--- src/rtl/prog_loader_ctrl_pkg.sv ---
// Shared header encoding and state codes for the program loader / run sequencer.
package prog_loader_ctrl_pkg;

   localparam logic [7:0] MAGIC_LOAD = 8'hA5;
   localparam logic [7:0] MAGIC_RUN  = 8'h5A;

   // Header field positions: magic in the top byte, LOAD base and count below it.
   localparam int MAGIC_LSB = 24;
   localparam int BASE_LSB  = 11;
   localparam int COUNT_LSB = 0;

   localparam logic [1:0] ST_IDLE = 2'd0;
   localparam logic [1:0] ST_LOAD = 2'd1;
   localparam logic [1:0] ST_RUN  = 2'd2;
   localparam logic [1:0] ST_DONE = 2'd3;

   function automatic logic [7:0] hdr_magic(input logic [31:0] word);
      return word[MAGIC_LSB +: 8];
   endfunction

endpackage

--- src/rtl/prog_loader_ctrl.sv ---
// Boot/run sequencer: streams a program into instruction memory with the core held off,
// then enables the core for a bounded (or unbounded) number of cycles.
module prog_loader_ctrl
   import prog_loader_ctrl_pkg::*;
#(
   parameter int ADDR_W = 11,
   parameter int DATA_W = 32,
   parameter int CNT_W  = 16
) (
   input  logic              clk,
   input  logic              reset,
   // Stream handshake: a word transfers on a rising edge where s_valid and s_ready are both high;
   // s_ready never depends on s_valid, and abort forces s_ready low in the same cycle.
   input  logic              s_valid,
   output logic              s_ready,
   input  logic [DATA_W-1:0] s_data,
   input  logic              abort,
   output logic              cpu_en,
   output logic              w_enable,
   output logic [ADDR_W-1:0] w_adrs,
   output logic [DATA_W-1:0] w_instruction,
   output logic              busy,
   output logic              done,
   output logic              err
);

   logic [1:0]        state;
   logic [ADDR_W-1:0] next_adrs;
   logic [ADDR_W-1:0] remaining;
   logic [CNT_W-1:0]  run_cnt;
   logic              run_free;

   logic              accept;
   logic [7:0]        magic;
   logic [ADDR_W-1:0] hdr_base;
   logic [ADDR_W-1:0] hdr_count;
   logic [CNT_W-1:0]  hdr_budget;

   assign s_ready    = ((state == ST_IDLE) || (state == ST_LOAD)) && !abort;
   assign accept     = s_valid && s_ready;
   assign busy       = (state != ST_IDLE);
   assign magic      = hdr_magic(s_data[31:0]);
   assign hdr_base   = s_data[BASE_LSB +: ADDR_W];
   assign hdr_count  = s_data[COUNT_LSB +: ADDR_W];
   assign hdr_budget = s_data[CNT_W-1:0];

   always_ff @(posedge clk) begin
      if (reset) begin
         state         <= ST_IDLE;
         next_adrs     <= '0;
         remaining     <= '0;
         run_cnt       <= '0;
         run_free      <= 1'b0;
         cpu_en        <= 1'b0;
         w_enable      <= 1'b0;
         w_adrs        <= '0;
         w_instruction <= '0;
         done          <= 1'b0;
         err           <= 1'b0;
      end else begin
         w_enable <= 1'b0;
         done     <= 1'b0;
         case (state)
            ST_IDLE: begin
               if (accept) begin
                  if (magic == MAGIC_LOAD) begin
                     // A zero-length load is accepted but leaves the loader idle.
                     if (hdr_count != '0) begin
                        state     <= ST_LOAD;
                        next_adrs <= hdr_base;
                        remaining <= hdr_count;
                     end
                  end else if (magic == MAGIC_RUN) begin
                     state    <= ST_RUN;
                     cpu_en   <= 1'b1;
                     run_cnt  <= hdr_budget;
                     run_free <= (hdr_budget == '0);
                  end else begin
                     err <= 1'b1;
                  end
               end
            end
            ST_LOAD: begin
               if (abort) begin
                  state <= ST_IDLE;
               end else if (accept) begin
                  w_enable      <= 1'b1;
                  w_adrs        <= next_adrs;
                  w_instruction <= s_data;
                  next_adrs     <= next_adrs + ADDR_W'(1);
                  remaining     <= remaining - ADDR_W'(1);
                  if (remaining == ADDR_W'(1)) begin
                     state <= ST_IDLE;
                  end
               end
            end
            ST_RUN: begin
               // Abort outranks budget expiry, so an aborted run never pulses done.
               if (abort) begin
                  state  <= ST_IDLE;
                  cpu_en <= 1'b0;
               end else if (!run_free) begin
                  run_cnt <= run_cnt - CNT_W'(1);
                  if (run_cnt == CNT_W'(1)) begin
                     state  <= ST_DONE;
                     cpu_en <= 1'b0;
                     done   <= 1'b1;
                  end
               end
            end
            default: begin
               state <= ST_IDLE;
            end
         endcase
      end
   end

endmodule

--- config.mk ---
export PLATFORM = sky130hd
export DESIGN_NAME = prog_loader_ctrl
export DESIGN_NICKNAME = d
export VERILOG_FILES = /design/src/rtl/prog_loader_ctrl_pkg.sv /design/src/rtl/prog_loader_ctrl.sv
export SDC_FILE = /design/constraint.sdc
export NUM_CORES = 1
export LEC_CHECK = 0
export BUFFER_PORTS_ARGS = -buffer_cell sky130_fd_sc_hd__buf_2
export CELL_PAD_IN_SITES_DETAIL_PLACEMENT = 1
export CELL_PAD_IN_SITES_GLOBAL_PLACEMENT = 2
export CORE_MARGIN = 4
export CORE_UTILIZATION = 31
export CTS_CLUSTER_SIZE = 24
export DETAILED_ROUTE_END_ITERATION = 12
export GPL_TIMING_DRIVEN = 0
export PLACE_DENSITY_LB_ADDON = 0.1
export REMOVE_ABC_BUFFERS = 1
export SLEW_MARGIN = 5
export SYNTH_ARGS = -nofsm -noshare
export SYNTH_HDL_FRONTEND = slang
export SYNTH_SLANG_ARGS = --single-unit
--- constraint.sdc ---
create_clock -name clk -period 2.4 [get_ports clk]
set_clock_uncertainty 0.15 [all_clocks]
set_input_delay 0.12 -clock clk [delete_from_list [all_inputs] [get_ports clk]]
set_output_delay 0.12 -clock clk [all_outputs]
set_load 0.02 [all_outputs]
; Yosys cells after proc, flatten, opt, wreduce, memory -nomap -nowiden
; Cells that the tools add are included.
[word_totals]
regBits = 88
out_inout_bits = 49
word_cells = 97
[op_classes]
n_addsub = 3
eq_ne = 21
muxes = 38
n_bitwise = 5
reduce_logical = 19
[ops]
columns = cell, n
row1 = two-way mux 11 bit, 10
row2 = two-way mux 16 bit, 5
row3 = one-hot mux 11 bit (2 select lines), 2
row4 = one-hot mux 16 bit (2 select lines), 1
row5 = two-way mux 2 bit, 10
row6 = AND reduction 6 bit, 3
row7 = "equality test 16 x 1 -> 1 bit, second input constant", 1
row8 = zero test 16 bit, 1
row9 = "subtractor 16 x 1 -> 16 bit, second input constant", 1
row10 = "!= test 2 bit, second input constant", 6
row11 = "adder 11 x 1 -> 11 bit, second input constant", 1
row12 = "equality test 11 x 1 -> 1 bit, second input constant", 1
row13 = nonzero test 11 bit, 1
row14 = "subtractor 11 x 1 -> 11 bit, second input constant", 1
row15 = "!= test 3 bit, second input constant", 3
row16 = "equality test 8 x 7 -> 1 bit, second input constant", 1
row17 = "equality test 8 bit, second input constant", 1
row18 = two-way mux 1 bit, 8
row19 = AND reduction 4 bit, 2
row20 = AND reduction 7 bit, 1
row21 = "!= test 2 x 1 -> 1 bit, second input constant", 3
row22 = "!= test 3 x 2 -> 1 bit, second input constant", 2
row23 = one-hot mux 2 bit (3 select lines), 1
row24 = nonzero test 2 bit, 3
row25 = 12 further kinds, 17

; Logic depth before layout (Yosys ltp)
; Gate-level depths: netlist of run 1.
[logic_depth]
ltp_word = 7
depth_mapped = 8
ltp_nobuf = 7

; Least setup slack after synthesis of run 1
; Ideal clock, no wire load.
[synth_path]
kind = register to register
from = register state[0]
to = register run_cnt[8]
t_arrival_ns = 1.934
required_ns = 2.180
path_slack_ns = 0.246
stages_incl_launch_ff = 8
n_path_buf = 3
synth_period_minus_slack_ns = 2.154
path_cell_list = dfxtp_1 buf_6 or4b_1 clkbuf_1 and2_4 buf_6 or4_1 a21oi_1
[synth_via]
elab_chain_len = 6
elab_cells_between_ends = 14
cone_classes = 7 x eq/ne / 1 x mux / 6 x reduce/logical
[synth_rtl]
columns = element, line
row1 = start: declaration, prog_loader_ctrl.sv:27  ; logic [1:0] state;
row2 = start signal: assignment, prog_loader_ctrl.sv:49  ; state <= ST_IDLE;
row3 = start signal: assignment, prog_loader_ctrl.sv:69  ; state <= ST_LOAD;
row4 = start signal: assignment, prog_loader_ctrl.sv:74  ; state <= ST_RUN;
row5 = equality test 2 x 1 -> 1 bit / zero test 2 bit (equally long branches), "prog_loader_ctrl.sv:39, prog_loader_ctrl.sv:63"
row6 = logical OR 1 bit, prog_loader_ctrl.sv:39  ; assign s_ready = ((state == ST_IDLE) || (state == ST_LOAD)) && !abort;
row7 = logical AND 1 bit, prog_loader_ctrl.sv:39
row8 = logical AND 1 bit, prog_loader_ctrl.sv:40  ; assign accept = s_valid && s_ready;
row9 = != test 2 bit (no line), -
row10 = AND reduction 6 bit (no line), -
row11 = end signal: assignment, prog_loader_ctrl.sv:76  ; run_cnt <= hdr_budget;
row12 = end signal: assignment, prog_loader_ctrl.sv:103  ; run_cnt <= run_cnt - CNT_W'(1);
row13 = end: declaration, prog_loader_ctrl.sv:30  ; logic [CNT_W-1:0] run_cnt;
; Several ways; a longest one is shown, not always the timed one.
; A chain may end at the register's enable or synchronous reset.

; Worst setup path after layout of run 1
[layout_path]
from = register state[1]
to = register run_cnt[10]
; The elaborated chain is that of the path after synthesis.

==> results of run 1 <==
## worst max-delay path by stage
stage | to | cells past startpoint | from | slack (ps)
6_report | run_cnt[10] | 4 | state[1] | 110
5_1_grt | next_adrs[3] | 6 | state[0] | -5
4_1_cts | next_adrs[3] | 6 | state[0] | 20
3_5_place_dp | remaining[0] | 7 | state[1] | -880
3_3_place_gp | next_adrs[4] | 5 | state[0] | -4510
2_1_floorplan | next_adrs[4] | 5 | state[0] | -1660
## power by group
part | internal [mW] | leakage [nW] | total (mW) | switching, mW
clock | 0.915 | 0.156 | 1.55 | 0.636
sequential | 1.46 | 0.710 | 1.46 | 0.00138
combinational | 0.0847 | 1.27 | 0.185 | 0.100
## cell families after synthesis
logic type	share of synthesized area (%)
AOI/OAI and AO/OA	23.8
xor gates and xnor gates	0.205
adders and majority gates	1.46
DFF	41.2
buffers and inverters	4.77
and+or+nand+nor	28.6
## stage by stage
step	instance area, um^2	hold slack (ps)	power [mW]	util (%)
global route	5600	95.9	3.32	41.8
finish	5600	76.0	3.20	41.8
CTS	5540	71.9	3.23	41.3
global placement	4740	213	1.63	35.3
detailed placement	4850	227	1.64	36.2
floorplan	4100	39.1	1.54	-
## layout by cell type (no fill, tap or decap), types with 3 or more instances in the layout
cell,count
buf_4,5
or2_2,3
o41ai_1,4
clkbuf_16,9
a31oi_1,5
nand2b_1,7
nor2_1,37
nor4_1,7
or4_1,8
o32ai_1,3
ha_1,5
or3_1,3
inv_1,6
dlygate4sd3_1,32
a22o_1,3
buf_2,83
nand3_1,12
dfxtp_1,86
a21oi_1,98
a21o_1,5
nand2_1,138
nor3_1,21
o21ai_0,32
## worst reg2reg max path, stage by stage, from the launching register on
cell	delay [ps]
dfxtp_2	490
or4b_1	620
o31a_1	310
or4_1	500
a21oi_1	150
## sequential cells by signal, indices dropped and copies added (netlist names)
register and flops:
err 1, cpu_en 1, run_free 1, next_adrs 11, w_instruction 32, run_cnt 16
state 2, done 1, remaining 11, w_enable 1, w_adrs 11
## final cells by class
class,count,area (um^2),area share [%]
clock buffers,9,225,4.03
clock inverters,7,95.1,1.70
inverters,6,22.5,0.403
multi-input cells,444,2400,42.9
flip-flops and latches,88,1760,31.5
well taps,176,220,3.94
repair buffers,125,867,15.5
## synth_stat cells, types with 2 or more instances
library cell  instances
inv_1                 6
a311oi_1              2
o32ai_1               3
o22a_1                2
a41oi_1               2
ha_1                  5
nor3_1               21
a211oi_1              2
nand4_1               2
o211ai_1              2
nand2_1             139
a21o_1                5
o21a_1                2
clkbuf_1             33
nor4_1                8
nand2b_1              9
o21ai_0              32
nor2_1               39
o41ai_1               4
dfxtp_1              88
a21oi_1              98
a22o_1                3
buf_2                 4
nand4b_1              2
a2bb2oi_1             2
a31oi_1               6
or4_1                 8
nor2b_1               3
and3_1                2
or3_1                 3
or4b_1                2
or2_2                 3
nand3_1              12
nand3b_1              2
buf_6                 3
## repair_timing
| item | CTS | global route |
|---|---|---|
| endpoints found under the setup margin | 48 | 35 |
| resized for setup | 5 | 6 |
| buffers inserted | 1 | 3 |
| hold buffers | 32 | 0 |
| hold endpoints to repair | 43 | 0 |
| cloned | 2 | 0 |
| pin swaps | 2 | 0 |
## per-layer routing
metal  track usage (%)  up-vias
li1                  -     2235
met1              25.1     2195
met2              30.3       73
met3              2.81       11
met4              5.74        0
met5                 0        -
==> reports/metrics.json, run 1 <==
{
  "grt_start_max_net_pins": 49,
  "drc": 0,
  "maxCapViolCount": 0,
  "cp-end-kind": "flip-flop",
  "timing.setup.tns_ps": 0,
  "port_buffers": 84,
  "postRouteWirelength_um": 14400,
  "slowest_delay_ps": 620,
  "start_kind": "flip-flop",
  "ys_seq_area_share_pct": 41.2,
  "vias_per_cell": 5.28,
  "measured_slew_at_the_worst_slew_check_pin_ps": 873,
  "worst-endpoint-required_ps": 2530,
  "antenna_cells": 0,
  "wl_per_cell_um": 16.9,
  "worst_hold_path.endpoint": "cpu_en",
  "setup_ws_ps": 107,
  "power_density_mw_per_mm2": 572,
  "gp_routability_congestion": 0.757,
  "post-synth-top-area-cell": "dfxtp_1",
  "numCtsBuffers": 9,
  "design.portCount": 85,
  "hold_path_class": "input pin to flip-flop",
  "die_w_um": 125,
  "post_route_cells_drive_above_1_share_pct": 19.3,
  "cts_tree": "done",
  "num_rows": 42,
  "detailed_placement_hpwl_um": 9640,
  "yosysTopAreaCellShare_pct": 41.2,
  "timing_worst_setup_path_type": "flip-flop to flip-flop",
  "synth_area_mm2": 0.00428,
  "start_of_the_worst_register_to_register_path": "state[1]",
  "clockRootBuffer": "clkbuf_16",
  "antenna_violating_nets_post_route": 0,
  "met1Wirelength_um": 7030,
  "initial_antenna_violation_count": 0,
  "nNetsFinal": 715,
  "slew-limit-headroom_pct": 41.7,
  "fp.dieArea_mm2": 0.0157,
  "syn-mean-instance-area_um2": 7.41,
  "max_freq_mhz": 436,
  "endpoint_arrival_time_on_the_critical_path_ps": 2420,
  "synthTopCellsByArea": "dfxtp_1, nand2_1, a21oi_1",
  "htree_levels": 3,
  "die_height_um": 125,
  "list_of_cells_traversed_by_the_critical_path": "or4b_1 -> o31a_1 -> or4_1 -> a21oi_1",
  "track_usage_pct": 18.5,
  "clock_pin_slew_reported_for_the_worst_setup_and_hold_paths_after_clock_tree_synthesis_ps": 70,
  "yosysWarningCount": 0,
  "critical_path.top_delay_family": "simple AND/OR/NAND/NOR gates",
  "detailroute.wirelength.met2_um": 6740,
  "holdPathStages": 4,
  "number_of_distinct_library_cell_variants_in_the_gate_level_netlist_after_synthesis": 53,
  "dr_iter_0_viols": 234,
  "synth-main-ff-cell": "dfxtp_1",
  "number_of_cells_traversed_by_the_worst_register_to_register_path": 4,
  "grt_first_pass_wirelength_um": 23800,
  "fillcell_total": 1638,
  "period_minus_slack_ps": 2290,
  "post_route_non_filler_standard_cell_count": 855,
  "post_synth_inst_count": 577,
  "run_status": "complete, no violations",
  "path_max_fanout": 11,
  "hold_viol_final": 0,
  "flop2flop_setup_slack_ps": 110,
  "critical_path_buf_inv_count": 0,
  "report.final.slew_viol_count": 0,
  "highest_layer": "met4",
  "grt_setup_unrepaired": "true",
  "drtPass1Iterations": 4,
  "floorplan.initialDensity_pct": 31.9,
  "postSynthRegisterBits": 88,
  "grt_pass1_vias": 4562,
  "cts_buffer_depth": 2,
  "synth_enable_flop_cells": 0,
  "route.vias.total": 4514,
  "met3_wirelength_um": 459,
  "grt_remaining_overflow": 0,
  "layout-area-overhead-vs-synth_pct": 30.8,
  "core_mm2": 0.0134,
  "setup_viol": 0,
  "synth-async-reset-ratio_pct": 0,
  "slowest_stage": "or4b_1",
  "clk-insertion-delay-late_ps": 350,
  "finalCritPeriodShare_pct": 95.5,
  "dpl_worst_slack_ps": -884,
  "vdd_drop_max_mv": 0.353,
  "holdCritStartpoint": "s_data[26]",
  "cts.sinks": 88,
  "leakage_nw": 2.13,
  "timing.rr.end": "run_cnt[10]",
  "placed_cells_incl_taps": 801
}
Note: power is estimated with default switching activity, not from simulation.
==> inputs of run 2 (changes only) <==
- ABC_AREA: default -> 1
- CORE_UTILIZATION: 31 -> 30
==> run 2 against run 1 <==
Worst setup slack gained 140 ps. Cell count up 22%. Combinational power up 32%. Maximum frequency up 6.7%. Largest power group unchanged. Critical path type unchanged. Count of clock-buffer cells in the layout grew 2. Critical endpoint is now state[1]. Core utilization is 2.4 points lower. Critical path depth is 7 higher. Synthesized cell count increased by 27%.
==> reports/metrics.json, run 2 <==
{
  "run_status": "complete, no violations",
  "timing.rr.end": "state[1]",
  "worst_hold_path.endpoint": "done",
  "slowest_stage": "dfxtp_2",
  "grt_first_pass_wirelength": {"value": 26600, "unit": "um", "change": "+12%"},
  "synth_compound_gate_area_share": {"value": 14.1, "unit": "%", "change": "-9.7 points"},
  "yosysTopAreaCellShare": {"value": 37.6, "unit": "%", "change": "-3.5 points"},
  "num_rows": {"value": 45, "change": "+7.1%"},
  "cts_buffer_depth": {"value": 2, "change": "unchanged"},
  "commonest_cells_after_routing_fill_and_taps_aside": "nand2_1, nand3_1, nor2_1",
  "design.portCount": {"value": 85, "change": "unchanged"},
  "clockPowerShare": {"value": 48.5, "unit": "%", "change": "about the same"},
  "number_of_distinct_library_cell_variants_in_the_gate_level_netlist_after_synthesis": {"value": 32, "change": "-40%"},
  "net-switching-power": {"value": 0.784, "unit": "mW", "change": "+6.2%"},
  "numCtsBuffers": {"value": 9, "change": "unchanged"},
  "grt_pass1_vias": {"value": 5332, "change": "+17%"},
  "cell_area_after_layout": {"value": 0.00600, "unit": "mm^2", "change": "+7.3%"},
  "switching_part_of_the_total": {"value": 23.6, "unit": "%", "change": "+0.56 points"},
  "p_int": {"value": 2.53, "unit": "mW", "change": "+3.0%"},
  "dr_iter_0_viols": {"value": 216, "change": "-7.7%"},
  "antenna_violating_nets_post_route": {"value": 0, "change": "unchanged"},
  "slowest_delay": {"value": 390, "unit": "ps", "change": "-230 ps"},
  "finalCritPeriodShare": {"value": 89.5, "unit": "%", "change": "-6.0 points"},
  "flop2flop_setup_slack": {"value": 250, "unit": "ps", "change": "+140 ps"},
  "nNetsFinal": {"value": 867, "change": "+21%"},
  "drtPass1Iterations": {"value": 4, "change": "unchanged"},
  "yosys.cell_count.top_type": "nand2_1",
  "mostFrequentLayoutCell": "nand2_1",
  "holdCritStartpoint": "abort",
  "start_kind": "flip-flop",
  "dpl_worst_slack": {"value": -1170, "unit": "ps", "change": "-282 ps"},
  "sequentialPowerShare": {"value": 44.2, "unit": "%", "change": "-1.5 points"},
  "ys_seq_area_share": {"value": 37.6, "unit": "%", "change": "-3.5 points"},
  "clock_pin_slew_reported_for_the_worst_setup_and_hold_paths_after_clock_tree_synthesis": {"value": 70, "unit": "ps", "change": "about the same"},
  "fin_total_pwr": {"value": 3.32, "unit": "mW", "change": "+3.7%"},
  "syn-mean-instance-area": {"value": 6.40, "unit": "um^2", "change": "-14%"},
  "timing_worst_setup_path_type": "flip-flop to flip-flop",
  "gp_routability_congestion": {"value": 0.836, "change": "+10%"},
  "route.vias.total": {"value": 5065, "change": "+12%"},
  "yosysWarningCount": {"value": 0, "change": "unchanged"},
  "synth-async-reset-ratio": {"value": 0, "unit": "%", "change": "unchanged"},
  "power_frac_comb": {"value": 7.3, "unit": "%", "change": "+1.5 points"},
  "cp-end-kind": "flip-flop",
  "post_synth_xor_area_fraction": {"value": 0.936, "unit": "%", "change": "+0.73 points"},
  "report.final.slew_viol_count": {"value": 0, "change": "unchanged"},
  "htree_levels": {"value": 3, "change": "unchanged"},
  "largest_register_ffs": {"value": 32, "change": "unchanged"},
  "vdd_drop_max": {"value": 0.307, "unit": "mV", "change": "-13%"},
  "die_w": {"value": 133, "unit": "um", "change": "+5.9%"},
  "measured_slew_at_the_worst_slew_check_pin": {"value": 891, "unit": "ps", "change": "+18.0 ps"},
  "synth_area": {"value": 0.00468, "unit": "mm^2", "change": "+9.4%"},
  "worstSetupStartpoint": "state[0]",
  "biggest_regs": "w_instruction x32, run_cnt x16",
  "setup_viol": {"value": 0, "change": "unchanged"},
  "die_height": {"value": 133, "unit": "um", "change": "+5.9%"},
  "synth_enable_flop_cells": {"value": 0, "change": "unchanged"},
  "path_max_fanout": {"value": 35, "change": "+24"},
  "floorplan.initialDensity": {"value": 30.7, "unit": "%", "change": "-1.2 points"},
  "critical_path_buf_inv_count": {"value": 4, "change": "+4"},
  "hold_path_class": "input pin to flip-flop",
  "top_register": "w_instruction",
  "combinational_family_with_the_most_area_after_synthesis": "simple AND/OR/NAND/NOR gates",
  "critical_path.top_delay_family": "buffers and inverters",
  "post-synth-top-area-cell": "dfxtp_1",
  "leakage": {"value": 2.70, "unit": "nW", "change": "+26%"},
  "grt_remaining_overflow": {"value": 0, "change": "unchanged"},
  "synth_simple_gate_area_share": {"value": 36.7, "unit": "%", "change": "+8.0 points"},
  "setup_ws": {"value": 252, "unit": "ps", "change": "+145 ps"},
  "synth-main-ff-cell": "dfxtp_1",
  "cts.sinks": {"value": 88, "change": "unchanged"},
  "start_of_the_worst_register_to_register_path": "state[0]",
  "synth_common_cells": "nand2_1, nand3_1, nor2_1",
  "layout-area-overhead-vs-synth_pct": 28.3,
  "postSynthRegisterBits": {"value": 88, "change": "unchanged"},
  "detailed_placement_hpwl": {"value": 10800, "unit": "um", "change": "+12%"},
  "antenna_cells": {"value": 0, "change": "unchanged"},
  "yosys-mux-area-fraction": {"value": 0.428, "unit": "%", "change": "+0.43 points"},
  "list_of_cells_traversed_by_the_critical_path": "inv_1 -> nor2_4 -> buf_16 -> buf_12 -> inv_4 -> o21ai_0 -> nand2_1 -> nand2_1 -> nor2_1 -> a21boi_0 -> nor2_1",
  "slew-limit-headroom": {"value": 40.6, "unit": "%", "change": "-1.1 points"},
  "post_route_cells_drive_above_1_share": {"value": 14.8, "unit": "%", "change": "-4.5 points"},
  "worst-endpoint-required": {"value": 2450, "unit": "ps", "change": "-80 ps"},
  "port_buffers": {"value": 84, "change": "unchanged"},
  "wl_per_cell": {"value": 15.9, "unit": "um", "change": "-5.9%"},
  "post-route-util": {"value": 39.4, "unit": "%", "change": "-2.4 points"},
  "power_density": {"value": 552, "unit": "mW/mm^2", "change": "-3.4%"},
  "maxCapViolCount": {"value": 0, "change": "unchanged"},
  "grt_start_max_net_pins": {"value": 70, "change": "+43%"},
  "dpl-instance-area": {"value": 0.00524, "unit": "mm^2", "change": "+7.9%"},
  "grt_setup_unrepaired": "false",
  "track_usage": {"value": 18.4, "unit": "%", "change": "-0.11 points"},
  "drc": {"value": 0, "change": "unchanged"},
  "synthTopCellsByArea": "dfxtp_1, nand2_1, nand3_1",
  "adder_and_majority_cell_fraction_of_the_synthesized_area": {"value": 1.34, "unit": "%", "change": "-0.13 points"},
  "fp.dieArea": {"value": 0.0177, "unit": "mm^2", "change": "+12%"},
  "initial_antenna_violation_count": {"value": 0, "change": "unchanged"},
  "clockRootBuffer": "clkbuf_16",
  "endpoint_arrival_time_on_the_critical_path": {"value": 2200, "unit": "ps", "change": "-220 ps"},
  "clk-insertion-delay-late": {"value": 350, "unit": "ps", "change": "about the same"},
  "period_minus_slack": {"value": 2150, "unit": "ps", "change": "-145 ps"},
  "postRouteWirelength": {"value": 16500, "unit": "um", "change": "+15%"},
  "max_freq": {"value": 465, "unit": "MHz", "change": "+6.7%"},
  "core": {"value": 0.0153, "unit": "mm^2", "change": "+14%"},
  "number_of_cells_traversed_by_the_worst_register_to_register_path": {"value": 11, "change": "+7"},
  "hold_viol_final": {"value": 0, "change": "unchanged"},
  "holdPathStages": {"value": 4, "change": "unchanged"},
  "vias_per_cell": {"value": 4.86, "change": "-7.9%"},
  "post_synth_inst_count": {"value": 731, "change": "+27%"},
  "cts_tree": "done"
}
==> run 2: area by class of cell <==
type / instances / area, um^2
Clock buffer: 11 / 253
Clock inverter: 5 / 85.1
Fill cell: 2008 / 9250
Inverter: 64 / 255
Multi-Input combinational cell: 542 / 2560
Sequential cell: 88 / 1760
Tap cell: 211 / 264
Timing Repair Buffer: 120 / 818
Timing Repair inverter: 1 / 8.76
==> run 2: how the worst max path moves through the flow <==
stage	to	cells after the start
final	state[1]	11
after detailed placement	next_adrs[5]	9
after global placement	remaining[10]	7
after floorplan	remaining[10]	7
after global routing	state[1]	11
after CTS	next_adrs[5]	9
==> run 2: repair_timing <==
item / 4_1_cts / 5_1_grt
buffers inserted: 2 / 0
pin swaps: 1 / 1
gates cloned: 0 / 2
setup endpoints to repair: 76 / 23
gates resized for setup: 9 / 6
hold buffers: 32 / 0
hold endpoints to repair: 39 / 0
==> run 2: layer usage <==
metal	up-vias	global-route usage [%]	wire length, um
met5	-	0	0
met4	0	4.39	140
met3	14	3.61	474
met2	66	32.7	8180
met1	2425	22.8	7730
li1	2560	-	-
==> run 2: power groups by stage <==
stage | clock, mW | combinational, mW | sequential, mW
3_3_place_gp | 0 | 0.191 | 1.50
4_1_cts | 1.65 | 0.239 | 1.47
5_1_grt | 1.70 | 0.272 | 1.47
2_1_floorplan | 0 | 0.0833 | 1.50
3_5_place_dp | 0 | 0.194 | 1.50
6_report | 1.61 | 0.244 | 1.47
==> run 2: worst min-delay path: stages <==
cell and delay (ps):
buf_2 150, nor2_1 80, nand3_1 90, nor4_1 60
==> run 2: cells by family (layout without fill, tap and decap cells) <==
group,Yosys count,after routing
AO/OA/AOI/OAI,126,126
XOR/XNOR,5,5
adder cells (fa/ha/maj),5,5
buffers and inverters,102,201
flip-flops,88,88
multiplexers,2,2
AND/OR/NAND/NOR,403,404
==> run 2: per-stage QoR <==
stage / cells / TNS (ps) / hold WS [ps]
CTS: 1040 / 0 / 30.9
global route: 1042 / 0 / 51.8
detailed placement: 990 / -30710 / 265
floorplan: 693 / -7290 / 39.1
global placement: 988 / -77520 / 247
finish: 1042 / 0 / 46.5
==> inputs of run 3 (changes only) <==
- CORE_UTILIZATION: 30 -> 32
- PLACE_DENSITY_LB_ADDON: 0.1 -> 0.08
- clock period: 2.4 -> 2.7 ns (I/O delays scaled with it)
==> run 3 against run 2 <==
Clock power is 11% lower. Largest cell class unchanged. Non-clock buffer count is 2 lower. Die area is 5.9% lower. Critical path depth stayed put.
==> reports/metrics.json, run 3 (synthesis gave the netlist of run 2 again) <==
{
  "run_status": "complete, no violations",
  "grt_pass1_vias": {"value": 5344, "change": "+0.23%"},
  "cts_buffer_depth": {"value": 2, "change": "unchanged"},
  "measured_slew_at_the_worst_slew_check_pin": {"value": 859, "unit": "ps", "change": "-31.8 ps"},
  "cp-end-kind": "flip-flop",
  "wl_per_cell": {"value": 16.0, "unit": "um", "change": "+0.71%"},
  "post_route_cells_drive_above_1_share": {"value": 14.0, "unit": "%", "change": "-0.76 points"},
  "timing_worst_setup_path_type": "flip-flop to flip-flop",
  "fillcell_total": {"value": 1852, "change": "-7.8%"},
  "list_of_cells_traversed_by_the_critical_path": "inv_1 -> nor2_4 -> buf_12 -> buf_12 -> inv_2 -> o21ai_0 -> nand2_1 -> nand2_1 -> nor2_1 -> a21boi_0 -> nor2_1",
  "report.final.slew_viol_count": {"value": 0, "change": "unchanged"},
  "vias_per_cell": {"value": 5.02, "change": "+3.3%"},
  "path_max_fanout": {"value": 35, "change": "unchanged"},
  "core": {"value": 0.0141, "unit": "mm^2", "change": "-7.6%"},
  "hold_viol_final": {"value": 0, "change": "unchanged"},
  "dr_iter_0_viols": {"value": 223, "change": "+3.2%"},
  "nNetsFinal": {"value": 863, "change": "-0.46%"},
  "route.vias.total": {"value": 5050, "change": "-0.30%"},
  "clock_pin_slew_reported_for_the_worst_setup_and_hold_paths_after_clock_tree_synthesis": {"value": 70, "unit": "ps", "change": "about the same"},
  "mostFrequentLayoutCell": "nand2_1",
  "hold_slack": {"value": 80.0, "unit": "ps", "change": "+33.4 ps"},
  "largest_register_ffs": {"value": 32, "change": "unchanged"},
  "layout-area-overhead-vs-synth_pct": 25.6,
  "grt_first_pass_wirelength": {"value": 26400, "unit": "um", "change": "-0.85%"},
  "critical_path.top_delay_family": "buffers and inverters",
  "cts.sinks": {"value": 88, "change": "unchanged"},
  "num_rows": {"value": 43, "change": "-4.4%"},
  "timing.setup.tns": {"value": 0, "unit": "ps", "change": "unchanged"},
  "maxCapViolCount": {"value": 0, "change": "unchanged"},
  "leakage": {"value": 2.67, "unit": "nW", "change": "-0.80%"},
  "clockPowerShare": {"value": 48.8, "unit": "%", "change": "+0.3 points"},
  "detailed_placement_hpwl": {"value": 10800, "unit": "um", "change": "about the same"},
  "port_buffers": {"value": 84, "change": "unchanged"},
  "grt_remaining_overflow": {"value": 0, "change": "unchanged"},
  "critical_path_buf_inv_count": {"value": 4, "change": "unchanged"},
  "antenna_cells": {"value": 0, "change": "unchanged"},
  "placed_cells_incl_taps": {"value": 959, "change": "-3.1%"},
  "numCtsBuffers": {"value": 9, "change": "unchanged"},
  "top_register": "w_instruction",
  "htree_levels": {"value": 3, "change": "unchanged"},
  "postRouteWirelength": {"value": 16100, "unit": "um", "change": "-2.8%"},
  "setup_viol": {"value": 0, "change": "unchanged"},
  "slew-limit-headroom": {"value": 42.7, "unit": "%", "change": "+2.1 points"},
  "power_density": {"value": 502, "unit": "mW/mm^2", "change": "-9.1%"},
  "die_w": {"value": 129, "unit": "um", "change": "-3.0%"},
  "antenna_violating_nets_post_route": {"value": 0, "change": "unchanged"},
  "floorplan.initialDensity": {"value": 33.2, "unit": "%", "change": "+2.5 points"},
  "p_int": {"value": 2.29, "unit": "mW", "change": "-9.6%"},
  "net-switching-power": {"value": 0.662, "unit": "mW", "change": "-16%"},
  "vdd_drop_max": {"value": 0.302, "unit": "mV", "change": "-1.6%"},
  "slowest_delay": {"value": 430, "unit": "ps", "change": "+40 ps"},
  "drc": {"value": 0, "change": "unchanged"},
  "die_height": {"value": 129, "unit": "um", "change": "-3.0%"},
  "track_usage": {"value": 19.7, "unit": "%", "change": "+1.3 points"},
  "power_frac_comb": {"value": 7.1, "unit": "%", "change": "-0.2 points"},
  "dpl-instance-area": {"value": 0.00519, "unit": "mm^2", "change": "-0.93%"},
  "commonest_cells_after_routing_fill_and_taps_aside": "nand2_1, nand3_1, nor2_1",
  "switching_part_of_the_total": {"value": 22.4, "unit": "%", "change": "-1.2 points"},
  "sequentialPowerShare": {"value": 44.2, "unit": "%", "change": "about the same"},
  "gp_routability_congestion": {"value": 0.824, "change": "-1.4%"},
  "clockRootBuffer": "clkbuf_16",
  "flop2flop_setup_slack": {"value": 270, "unit": "ps", "change": "+20 ps"},
  "slowest_stage": "dfxtp_1",
  "clk-insertion-delay-late": {"value": 350, "unit": "ps", "change": "about the same"},
  "biggest_regs": "w_instruction x32, run_cnt x16",
  "max_freq": {"value": 412, "unit": "MHz", "change": "-11%"},
  "fp.dieArea": {"value": 0.0166, "unit": "mm^2", "change": "-5.9%"},
  "cell_area_after_layout": {"value": 0.00588, "unit": "mm^2", "change": "-2.1%"},
  "design.portCount": {"value": 85, "change": "unchanged"},
  "grt_start_max_net_pins": {"value": 70, "change": "unchanged"},
  "grt_setup_unrepaired": "false",
  "post_route_non_filler_standard_cell_count": {"value": 1006, "change": "-3.5%"},
  "cts_tree": "done",
  "drtPass1Iterations": {"value": 4, "change": "unchanged"},
  "worst-endpoint-required": {"value": 2760, "unit": "ps", "change": "+310 ps"},
  "initial_antenna_violation_count": {"value": 0, "change": "unchanged"},
  "hold_path_class": "input pin to flip-flop",
  "finalCritPeriodShare": {"value": 89.9, "unit": "%", "change": "+0.35 points"},
  "start_kind": "flip-flop",
  "period_minus_slack": {"value": 2430, "unit": "ps", "change": "+278 ps"},
  "endpoint_arrival_time_on_the_critical_path": {"value": 2490, "unit": "ps", "change": "+290 ps"}
}
run 3: final cells by class:
| type | instances | area [um^2] | area share, % |
|---|---|---|---|
| clock buffer | 13 | 280 | 4.77 |
| clock inverter | 2 | 60.1 | 1.02 |
| inverter | 64 | 248 | 4.21 |
| multi-input combinational | 541 | 2520 | 42.9 |
| sequential | 88 | 1760 | 30.0 |
| tap | 180 | 225 | 3.83 |
| timing repair buffer | 118 | 783 | 13.3 |
run 3: through the flow:
step	total power, mW	worst slack (ps)	utilization, %
floorplan	1.41	-72.0	-
global placement	1.50	-1490	36.5
detailed placement	1.50	-857	36.8
CTS	3.00	1.85	41.6
global route	3.07	56.4	41.7
finish	2.95	274	41.7
run 3: worst min-delay path, cell delays in order:
cell and delay [ps]:
buf_2 140, nor2_1 70, nand3_1 100, nor4_1 70
run 3: worst paths after layout:
path                                  to      from  depth (start not counted)
worst min-delay path                done     abort                          4
worst max register to register  state[1]  state[0]                         11
worst max-delay path            state[1]  state[0]                         11
worst min register to register       err       err                          2
run 3: what timing repair did:
item | 4_1_cts | 5_1_grt
pin swaps | 0 | 0
gates resized for setup | 4 | 3
buffers inserted | 0 | 0
hold buffers | 32 | 0
setup endpoints to repair | 22 | 25
endpoints found under the hold margin | 37 | 0
cloned | 0 | 0
run 3: metal layers:
metal  track usage, %  part of all wire, %  vias to the layer above
met1             24.2                   46                     2398
met2             35.6                   50                       85
met4             6.30                  1.5                        0
met5                0                    0                        -
met3             2.66                  3.2                       18
li1                 -                    -                     2549
run 3: power groups by stage:
stage               logic (mW)  clock network [mW]  registers [mW]
finish                   0.208                1.44            1.30
global placement         0.168                   0            1.33
floorplan               0.0741                   0            1.33
CTS                      0.210                1.49            1.30
global route             0.233                1.53            1.30
detailed placement       0.172                   0            1.33
